`src/rtl/detector_scheduler_if.sv`:
```
// Request/grant bundle for the four serial channels feeding detector_scheduler.
interface detector_scheduler_if;
  logic [3:0] req_valid;
  logic [3:0] req_bit;
  logic [3:0] req_ready;

  modport master (output req_valid, output req_bit, input req_ready);
  modport slave  (input req_valid, input req_bit, output req_ready);
endinterface

```
`src/rtl/detector_scheduler.sv`:
```
// One Mealy "1010" detector time-shared by four channels through a rotating one-hot grant.
// Define OVERLAP_EN to restart at S2 after a detection (overlapping matches); default restarts at S0.
module detector_scheduler #(
  parameter int CNT_W = 8
) (
  input  logic                 clk,
  input  logic                 rst,
  detector_scheduler_if.slave  bus,
  input  logic                 cnt_clr,
  output logic                 det,
  output logic [1:0]           det_ch,
  output logic [CNT_W-1:0]     det_cnt
);
  typedef enum logic [1:0] {
    S0 = 2'd0,
    S1 = 2'd1,
    S2 = 2'd2,
    S3 = 2'd3
  } state_e;

`ifdef OVERLAP_EN
  localparam state_e RESTART = S2;
`else
  localparam state_e RESTART = S0;
`endif

  localparam logic [CNT_W-1:0] CNT_MAX = {CNT_W{1'b1}};
  localparam logic [CNT_W-1:0] CNT_ONE = {{(CNT_W-1){1'b0}}, 1'b1};

  state_e            st_q [4];
  state_e            st_d [4];
  logic [1:0]        ptr_q, ptr_d;
  logic              det_q, det_d;
  logic [1:0]        det_ch_q, det_ch_d;
  logic [CNT_W-1:0]  cnt_q, cnt_d;

  logic [1:0]        idx_s;
  logic [1:0]        gidx_s;
  logic              found_s;
  logic              xfer_s;
  state_e            cur_s, nxt_s;
  logic              bit_s, hit_s;

  // Rotating search from ptr_q; the lowest offset with valid wins, so scan offsets high to low.
  always_comb begin
    idx_s   = 2'd0;
    gidx_s  = 2'd0;
    found_s = 1'b0;
    for (int k = 3; k >= 0; k--) begin
      idx_s   = ptr_q + 2'(k);
      found_s = found_s | bus.req_valid[idx_s];
      gidx_s  = bus.req_valid[idx_s] ? idx_s : gidx_s;
    end
    xfer_s        = found_s & rst;
    bus.req_ready = xfer_s ? (4'b0001 << gidx_s) : 4'b0000;
  end

  // Shared detector: next state of the granted channel and the counter/pulse updates.
  always_comb begin
    for (int i = 0; i < 4; i++) begin
      st_d[i] = st_q[i];
    end
    cur_s = st_q[gidx_s];
    bit_s = bus.req_bit[gidx_s];
    hit_s = 1'b0;
    nxt_s = cur_s;
    case (cur_s)
      S0:      nxt_s = bit_s ? S1 : S0;
      S1:      nxt_s = bit_s ? S1 : S2;
      S2:      nxt_s = bit_s ? S3 : S0;
      S3: begin
        hit_s = ~bit_s;
        nxt_s = bit_s ? S1 : RESTART;
      end
      default: nxt_s = S0;
    endcase
    st_d[gidx_s] = xfer_s ? nxt_s : cur_s;
    ptr_d        = xfer_s ? (gidx_s + 2'd1) : ptr_q;
    det_d        = xfer_s & hit_s;
    det_ch_d     = det_d ? gidx_s : 2'd0;
    if (cnt_clr) begin
      cnt_d = {CNT_W{1'b0}};
    end else if (det_d && (cnt_q != CNT_MAX)) begin
      cnt_d = cnt_q + CNT_ONE;
    end else begin
      cnt_d = cnt_q;
    end
  end

  // State, pointer and output registers.
  always_ff @(posedge clk or negedge rst) begin
    if (!rst) begin
      for (int i = 0; i < 4; i++) begin
        st_q[i] <= S0;
      end
      ptr_q    <= 2'd0;
      det_q    <= 1'b0;
      det_ch_q <= 2'd0;
      cnt_q    <= {CNT_W{1'b0}};
    end else begin
      for (int i = 0; i < 4; i++) begin
        st_q[i] <= st_d[i];
      end
      ptr_q    <= ptr_d;
      det_q    <= det_d;
      det_ch_q <= det_ch_d;
      cnt_q    <= cnt_d;
    end
  end

  assign det     = det_q;
  assign det_ch  = det_ch_q;
  assign det_cnt = cnt_q;

endmodule

```
`src/flat_wrapper.sv`:
```
// flat-port wrapper written by rule: the top's interface ports become plain ports
module detector_scheduler_flat 
#(
  parameter int CNT_W = 8
)
  (clk, rst, cnt_clr, det, det_ch, det_cnt, bus_req_valid, bus_req_bit, bus_req_ready);
  detector_scheduler_if bus_i ();
  input  logic clk;
  input  logic rst;
  input  logic cnt_clr;
  output logic det;
  output logic [1:0] det_ch;
  output logic [CNT_W-1:0] det_cnt;
  input wire logic [$bits(bus_i.req_valid)-1:0] bus_req_valid;
  input wire logic [$bits(bus_i.req_bit)-1:0] bus_req_bit;
  output wire logic [$bits(bus_i.req_ready)-1:0] bus_req_ready;
  assign bus_i.req_valid = bus_req_valid;
  assign bus_i.req_bit = bus_req_bit;
  assign bus_req_ready = bus_i.req_ready;
  detector_scheduler #(.CNT_W(CNT_W)) u_core (.clk(clk), .rst(rst), .bus(bus_i), .cnt_clr(cnt_clr), .det(det), .det_ch(det_ch), .det_cnt(det_cnt));
endmodule
```
`config.mk`:
```
export PLATFORM = sky130hd
export DESIGN_NAME = detector_scheduler_flat
export DESIGN_NICKNAME = d
export VERILOG_FILES = /design/src/rtl/detector_scheduler_if.sv /design/src/rtl/detector_scheduler.sv /design/src/flat_wrapper.sv
export SDC_FILE = /design/constraint.sdc
export NUM_CORES = 1
export LEC_CHECK = 0
export ABC_CLOCK_PERIOD_IN_PS = 2300
export CAP_MARGIN = 20
export CORE_UTILIZATION = 38
export CTS_CLUSTER_DIAMETER = 80
export DETAILED_ROUTE_END_ITERATION = 6
export PLACE_DENSITY_LB_ADDON = 0.08
export SYNTH_ARGS = -nofsm -noshare
export SYNTH_HDL_FRONTEND = slang
export SYNTH_SLANG_ARGS = --single-unit
export TNS_END_PERCENT = 50
```
`constraint.sdc`:
```
create_clock -name clk -period 2.3 [get_ports clk]
set_input_delay 0.46 -clock clk [delete_from_list [all_inputs] [get_ports clk]]
set_output_delay 0.46 -clock clk [all_outputs]
set_load 0.01 [all_outputs]
```
; After elaboration in Yosys (flattened, before gate mapping)
; Index checks and enable logic that the tools add are counted.
; W data, S select, Z words.
[word_totals]
wordCells = 67
reg_bits = 21
out_inout_bits = 15
in_bits = 11
[op_classes]
n_reduce_logical = 5
eq_ne = 4
n_bitwise = 7
shift = 1
addsub = 5
n_mux = 30
magnitude_cmp = 7
[ops]
columns = operator, count
row1 = $mux W2, 11
row2 = $mux W8, 2
row3 = $lt A2 B3 Y1 const B, 5
row4 = $bmux W1 S2, 5
row5 = $add A8 B1 Y8 const B, 1
row6 = $bwmux W8, 1
row7 = $ne A8 B8 Y1 const B, 1
row8 = $mux W1, 7
row9 = $pmux W2 S3, 1
row10 = $add A2 B1 Y2 const B, 2
row11 = $add A2 B2 Y2 const B, 2
row12 = $bmux W2 S2, 1
row13 = $demux W2 S2, 1
row14 = $eq A2 B2 Y1 const B, 2
row15 = $mux W4, 1
row16 = $shl A1 B2 Y4 const A, 1
row17 = $ge A3 B3 Y1 const B, 1
row18 = $lt A3 B1 Y1 const B, 1
row19 = $not A2 Y3, 1
row20 = $or A1 B1 Y1, 3
row21 = $and A1 B1 Y1, 2
row22 = $eq A2 B1 Y1 const B, 1
row23 = $logic_and A1 B1 Y1, 2
row24 = $logic_not A2 Y1, 1
row25 = other kinds (3), 3

; Logic depth before layout (Yosys ltp)
; Gate-level depths: netlist of run 1.
[logic_depth]
depth_word = 17
mapped_depth = 9
ltp_nobuf = 8

; Worst setup path after synthesis of run 1
; OpenSTA, ideal clock, no wires.
[synth_path]
path_type = input port to flip-flop
startpoint = input port bus_req_valid[0]
endpoint = register u_core.cnt_q[4] (netlist: u_core.det_cnt[4])
slack_ns = -0.014
t_arrival_ns = 2.189
n_path_buf = 0
required_ns = 2.175
stages = 7
setup_time_ns = 0.125
path_cell_list = and2_4 > o211ai_2 > a21boi_1 > a2111oi_4 > o211ai_4 > nor4b_2 > mux2_2
[synth_via]
elab_chain_len = 15
elab_cells_between_ends = 28
cone_classes = 1 x eq/ne / 18 x mux / 7 x bitwise / 2 x reduce/logical
[synth_lines]
columns = element, line
row1 = start: declaration, flat_wrapper.sv:14  ; input wire logic [$bits(bus_i.req_valid)-1:0] bus_req_valid;
row2 = $bmux W1 S2, "detector_scheduler.sv:51, detector_scheduler.sv:52"
row3 = $mux W1 (not written as such), "detector_scheduler.sv:51, detector_scheduler.sv:52"
row4 = $mux W2 (4 in a row), detector_scheduler.sv:52  ; gidx_s = bus.req_valid[idx_s] ? idx_s : gidx_s;
row5 = $not A2 Y3 (not written as such), detector_scheduler.sv:63  ; cur_s = st_q[gidx_s];
row6 = $bmux W2 S2, detector_scheduler.sv:63
row7 = $mux W2 (not written as such) (2 in a row), detector_scheduler.sv:63
row8 = $eq A2 B2 Y1, detector_scheduler.sv:67  ; case (cur_s)
row9 = $mux W1, detector_scheduler.sv:67
row10 = $and A1 B1 Y1 (*), detector_scheduler.sv:79  ; det_d = xfer_s & hit_s;
row11 = $logic_and A1 B1 Y1 (*), detector_scheduler.sv:83  ; end else if (det_d && (cnt_q != CNT_MAX)) begin
row12 = $reduce_bool A2 Y1 (no source line) (*), --
row13 = end signal: assignment, detector_scheduler.sv:99  ; cnt_q <= {CNT_W{1'b0}};
row14 = end signal: assignment, detector_scheduler.sv:107  ; cnt_q <= cnt_d;
row15 = end: declaration, detector_scheduler.sv:35  ; logic [CNT_W-1:0] cnt_q, cnt_d;
; Mark *: on every way between the ends. The rest lies on a longest branch, timed or not. The select of a mux whose other input is x is not followed.
; A chain may end at the register's enable or synchronous reset.

; Worst setup path in the final report of run 1
[layout_path]
startpoint = input port bus_req_valid[0]
endpoint = register u_core.cnt_q[6] (netlist: u_core.det_cnt[6])
; The elaborated chain is that of the path after synthesis.

==> out/metrics.cfg, run 1 <==
[status]
status = complete, but fails checks
violations = negative setup slack

[die]
die_width_um = 62.7
initial_core_util_pct = 40.7
rows = 21
die_height_um = 62.7
ioPinCount = 26
core_area_um2 = 3440
die_area_um2 = 3930

[route]
drc_errors = 0
vias_per_cell = 5.24
dr_total_vias = 1394
ant_nets = 0
drt-pass1-iter-count = 4
totalWireLength_mm = 4.19
drtIter0Drc = 48
post_drt_wl_per_cell_um = 15.7

[critical_path]
critPathSlowestCell = nor4_1
max_stage_delay_ns = 0.42
critPathLaunchType = primary input
critical_path_arrival_ns = 2.60
worstSetupPathType = primary input to flop
required_ns = 2.45
ff2ff_path_depth = 8
path_cells = clkdlybuf4s15_2, and2_4, o21a_4, nor4_1, and3_2, buf_4, o21ai_1, or3_1, mux2_1
worstPathMaxFanout = 4
cp-end-kind = flop

[min_path]
min_path_type = flop to flop
hold_path_depth = 1

[cts]
postCtsHoldBufs = 0
root_buffer = clkbuf_8
path_clk_slew_ns = 0.08
cts_buffers = 3
cts_max_path_buffers = 2
cts_tree = done
cts_max_level = 1
worst_skew_pair.late_latency_ns = 0.26
cts_sinks = 21

[placed_design]
dp_slack_ns = -0.728
dp_hpwl_mm = 2.78
io_buffer_count = 25
routabilityCongestion = 0.812
dp.cells = 247

[power_and_ir_drop]
power_density_nw_per_um2 = 969
ir_drop_v = 0.000530
p_leak_uw = 0.00104

[synth]
synth.distinct_cells = 45
yosysWarnings = 0
synthesis.area_um2 = 1400
yosysSeqAreaShare_pct = 37.5
synthCells = 139
synth-edff-count = 0
syn_nets = 155
synth_ff_type = dfrtp_1
ys_ff_latch = 21
ys_async_sr_fraction_pct = 100
synth_area_per_cell_um2 = 10.1

[layout]
fin_util_pct = 68.7
fin_cells = 266
diodes = 0
most-common-layout-cells = buf_4 (47), dfrtp_1 (21), clkdlybuf4s50_1 (17)
layout_commonest_cell = buf_4
nNetsFinal = 237
area_delta_synth_final_pct = 68.8
final_layout_size_suffix_gt1_share_pct = 52.3

[global_route]
antenna_found_initial = 0
grt_pass1_wl_mm = 6.47
grt_usage_pct = 20.8
grt_pass1_vias = 1385
grt.overflow.total = 0
grt_max_degree = 20

[sta]
max_clock_freq_mhz = 408
worst_slew_pin_slew_ns = 0.456
slew_headroom_pct = 69.5
skew_ns = 0.00139
hold_viol = 0
post-route-period-util_pct = 106
finalMaxSlewViolations = 0
fin_ws_ns = -0.149
rsz0062_at_grt = yes
timing.hold.ws_ns = 0.507
setup_violations = 16
period_minus_slack_ns = 2.45

[job]
max_cap_viol_count = 0

[area by class of cell]
| class | instances | area [um2] |
|---|---|---|
| Fill cell | 251 | 1080 |
| Multi-Input combinational cell | 104 | 1000 |
| Timing Repair Buffer | 80 | 686 |
| Sequential cell | 21 | 526 |
| Tap cell | 46 | 57.6 |
| Inverter | 11 | 46.3 |
| Clock buffer | 3 | 41.3 |
| Clock inverter | 1 | 5.00 |
[worst max-delay path: cells and delay by family]
kind / cells / cell delay [ns]
and+or+nand+nor: 4 / 1.23
buffers and inverters: 2 / 0.34
muxes: 1 / 0.31
AOI/OAI and AO/OA: 2 / 0.24
[repair_timing]
item / 4_1_cts / 5_1_grt
pin swaps: 20 / 2
setup endpoints to repair: 23 / 22
endpoints found under the hold margin: 0 / 0
resized for setup: 44 / 34
buffers inserted: 12 / 3
[cell usage after synthesis, drive strengths merged, types with 4 or more instances]
master,n,area share [%]
mux2,7,5.6
mux2i,4,2.9
ha,5,4.5
o21ai,6,2.1
nor2,9,2.6
nand3,13,4.6
nor3,4,2.2
dfrtp,21,38
nand2,6,1.8
o211ai,4,3.8
and3,4,1.9
and2,6,2.9
a21oi,6,2.1
inv,11,2.9
[logic make-up after synthesis]
logic type,after synthesis,synth area share [%]
AO/OA/AOI/OAI,31,20.2
adder cells (fa/ha/maj),5,4.47
buffers and inverters,14,5.54
flip-flops,21,37.5
multiplexers,11,8.49
AND/OR/NAND/NOR,57,23.8
[metal layers]
metal | part of all wire, % | track usage, % | up-vias
met3 | 4.2 | 4.20 | 8
met2 | 51 | 35.6 | 38
met4 | 2.2 | 4.94 | 0
met1 | 42 | 26.8 | 679
met5 | 0 | 0 | -
li1 | - | - | 669
[path summary, 6_finish.rpt]
check,endpoint,startpoint,slack (ns)
max,u_core.det_cnt[6],bus_req_valid[0],-0.15
min,u_core.st_q[4],u_core.st_q[4],0.51
max reg2reg,u_core.det_cnt[6],u_core.ptr_q[1],-0.14
min reg2reg,u_core.st_q[4],u_core.st_q[4],0.51
max in group asynchronous,u_core.st_q[4],rst,1.41
min in group asynchronous,u_core.ptr_q[1],rst,0.59
[registers in the layout, summed over array words and instances, names as in the netlist]
signal          count
u_core.st_q         8
u_core.det_ch       2
u_core.det_cnt      8
u_core.ptr_q        2
u_core.det          1
[report_power, final]
group / total [uW] / internal (uW) / switching [uW] / leakage (uW)
logic: 1510 / 789 / 720 / 0.000748
registers: 530 / 472 / 58.2 / 0.000268
clock network: 251 / 121 / 130 / 0.0000255
[stage by stage]
step                instance area [um2]  total power [uW]  TNS, ns
finish                             2360              2290    -1.13
global route                       2360              2430    -3.02
CTS                                2190              2040   -0.779
detailed placement                 1970              1570   -12.75
global placement                   1970              1550   -12.35
floorplan                          1400              1100        0
Power figures use the tool's default switching activity.
==> inputs of run 2 (changes only) <==
--- a/config.mk
+++ b/config.mk
@@ -10,7 +10,7 @@
 export CORE_UTILIZATION = 38
 export CTS_CLUSTER_DIAMETER = 80
 export DETAILED_ROUTE_END_ITERATION = 6
-export PLACE_DENSITY_LB_ADDON = 0.08
+export PLACE_DENSITY = 0.68
 export SYNTH_ARGS = -nofsm -noshare
 export SYNTH_HDL_FRONTEND = slang
 export SYNTH_SLANG_ARGS = --single-unit
==> run 2 against run 1 <==
Against the previous run:
- the flow still finishes with violations (negative setup slack)
- combinational power shrank 7%
- clock skew is essentially flat
- clock-buffer cell count is the same
- sequential power grew 3%
- core utilization grew 0.40 points
- power shrank 4.5%
- design area grew 0.58%
- critical endpoint unchanged
- critical path depth grew 1
- cell count shrank 0.38%
- largest cell class unchanged
- register-to-register slack is essentially flat
- critical path type unchanged
- worst hold slack lost 0.20 ns
==> out/metrics.cfg, run 2 (synthesis results as in run 1) <==
[layout]
diodes = 0
nNetsFinal = 236
area_delta_synth_final_pct = 69.8
fin_util_pct = 69.1
most-common-layout-cells = buf_4 (47), dfrtp_1 (20), clkdlybuf4s50_1 (16)
layout_commonest_cell = buf_4
fin_area_um2 = 2380
final_layout_size_suffix_gt1_share_pct = 56.2

[route]
drt-pass1-iter-count = 4
dr_total_vias = 1447
drtIter0Drc = 36
vias_per_cell = 5.46
drc_errors = 0
post_drt_wl_per_cell_um = 16.2
totalWireLength_mm = 4.29
ant_nets = 0

[critical_path]
critPathLaunchType = primary input
rrSetupSlack_ns = -0.13
required_ns = 2.45
worstPathMaxFanout = 4
worstSetupPathType = primary input to flop
cp-end-kind = flop
critical_path_arrival_ns = 2.59

[cts]
postCtsHoldBufs = 0
cts_max_path_buffers = 2
path_clk_slew_ns = 0.08
cts_buffers = 3
worst_skew_pair.late_latency_ns = 0.26
cts_max_level = 1
root_buffer = clkbuf_8
cts_tree = done
cts_sinks = 21

[placed_design]
io_buffer_count = 25
dp_hpwl_mm = 2.70
routabilityCongestion = 0.907
post_dp_cell_area_um2 = 1950
dp_slack_ns = -0.722

[sta]
post-route-period-util_pct = 106
fin_ws_ns = -0.145
timing.hold.ws_ns = 0.308
finalMaxSlewViolations = 0
max_clock_freq_mhz = 409
hold_viol = 0
skew_ns = 0.00165
rsz0062_at_grt = yes
period_minus_slack_ns = 2.44
setup_violations = 16
slew_headroom_pct = 66.1
worst_slew_pin_slew_ns = 0.507

[die]
ioPinCount = 26
die_area_um2 = 3930
die_height_um = 62.7
core_area_um2 = 3440
die_width_um = 62.7
rows = 21
initial_core_util_pct = 40.7

[global_route]
grt_pass1_wl_mm = 6.70
grt.overflow.total = 0
grt_pass1_vias = 1505
antenna_found_initial = 0
grt_usage_pct = 21.6
grt_max_degree = 22

[status]
violations = negative setup slack
status = complete, but fails checks

[power_and_ir_drop]
ir_drop_v = 0.000521
power_density_nw_per_um2 = 920
power_uw = 2190
p_leak_uw = 0.00105

[min_path]
min_path_type = primary input to async pin

[job]
max_cap_viol_count = 0

==> run 2: cell count changes in the layout (fill, tap and decap cells not counted), sizes merged <==
cell           before  now
buf                59   58
clkdlybuf4s15       1    2
clkdlybuf4s50      17   16
dlygate4sd2         2    1
dlymetal6s2s        0    1
==> run 2: area by class of cell <==
class	count	area [um2]
clock inverters	1	5.00
multi-input cells	104	1040
inverters	11	41.3
clock buffers	3	41.3
repair buffers	79	661
fillers	241	1060
flip-flops and latches	21	527
well taps	46	57.6
==> run 2: critical path, cell delays in order <==
cell and delay (ns):
clkdlybuf4s15_2 0.20, inv_2 0.07, o211a_4 0.27, buf_4 0.14, nor4_4 0.34, and3_4 0.27
buf_4 0.12, o21ai_1 0.06, or3_4 0.37, mux2_4 0.30
==> run 2: metal layers <==
layer,GRT usage (%),vias up,wire [um]
met5,0,-,0
met1,24.5,715,1750
met4,9.88,0,142
met2,39.4,49,2250
met3,3.10,16,149
li1,-,667,-
==> run 2: worst paths after layout <==
check                            startpoint                end  depth (start not counted)
setup / recovery           bus_req_valid[1]  u_core.det_cnt[6]                         10
hold / removal                          rst    u_core.ptr_q[0]                          2
setup reg to reg            u_core.ptr_q[1]  u_core.det_cnt[4]                         10
hold reg to reg              u_core.st_q[4]     u_core.st_q[4]                          1
max in group asynchronous               rst    u_core.ptr_q[1]                          2
min in group clk             u_core.st_q[4]     u_core.st_q[4]                          1
==> run 2: stage by stage <==
step                std cells  TNS, ns
global route              265    -2.85
finish                    265    -1.18
global placement          244   -11.50
detailed placement        244   -12.51
floorplan                 139        0
CTS                       262   -0.595
==> run 2: timing repair <==
| action | CTS | global route |
|---|---|---|
| gates cloned | 0 | 0 |
| pin swaps | 22 | 10 |
| buffers inserted | 14 | 3 |
| gates resized for setup | 54 | 31 |
| setup endpoints to repair | 22 | 21 |
==> run 2: where the power goes <==
part	switching [uW]	internal [uW]	leakage (uW)	total, uW
Combinational	677	722	0.000758	1400
Clock	120	121	0.0000255	241
Sequential	73.0	474	0.000267	547
Total	871	1320	0.00105	2190
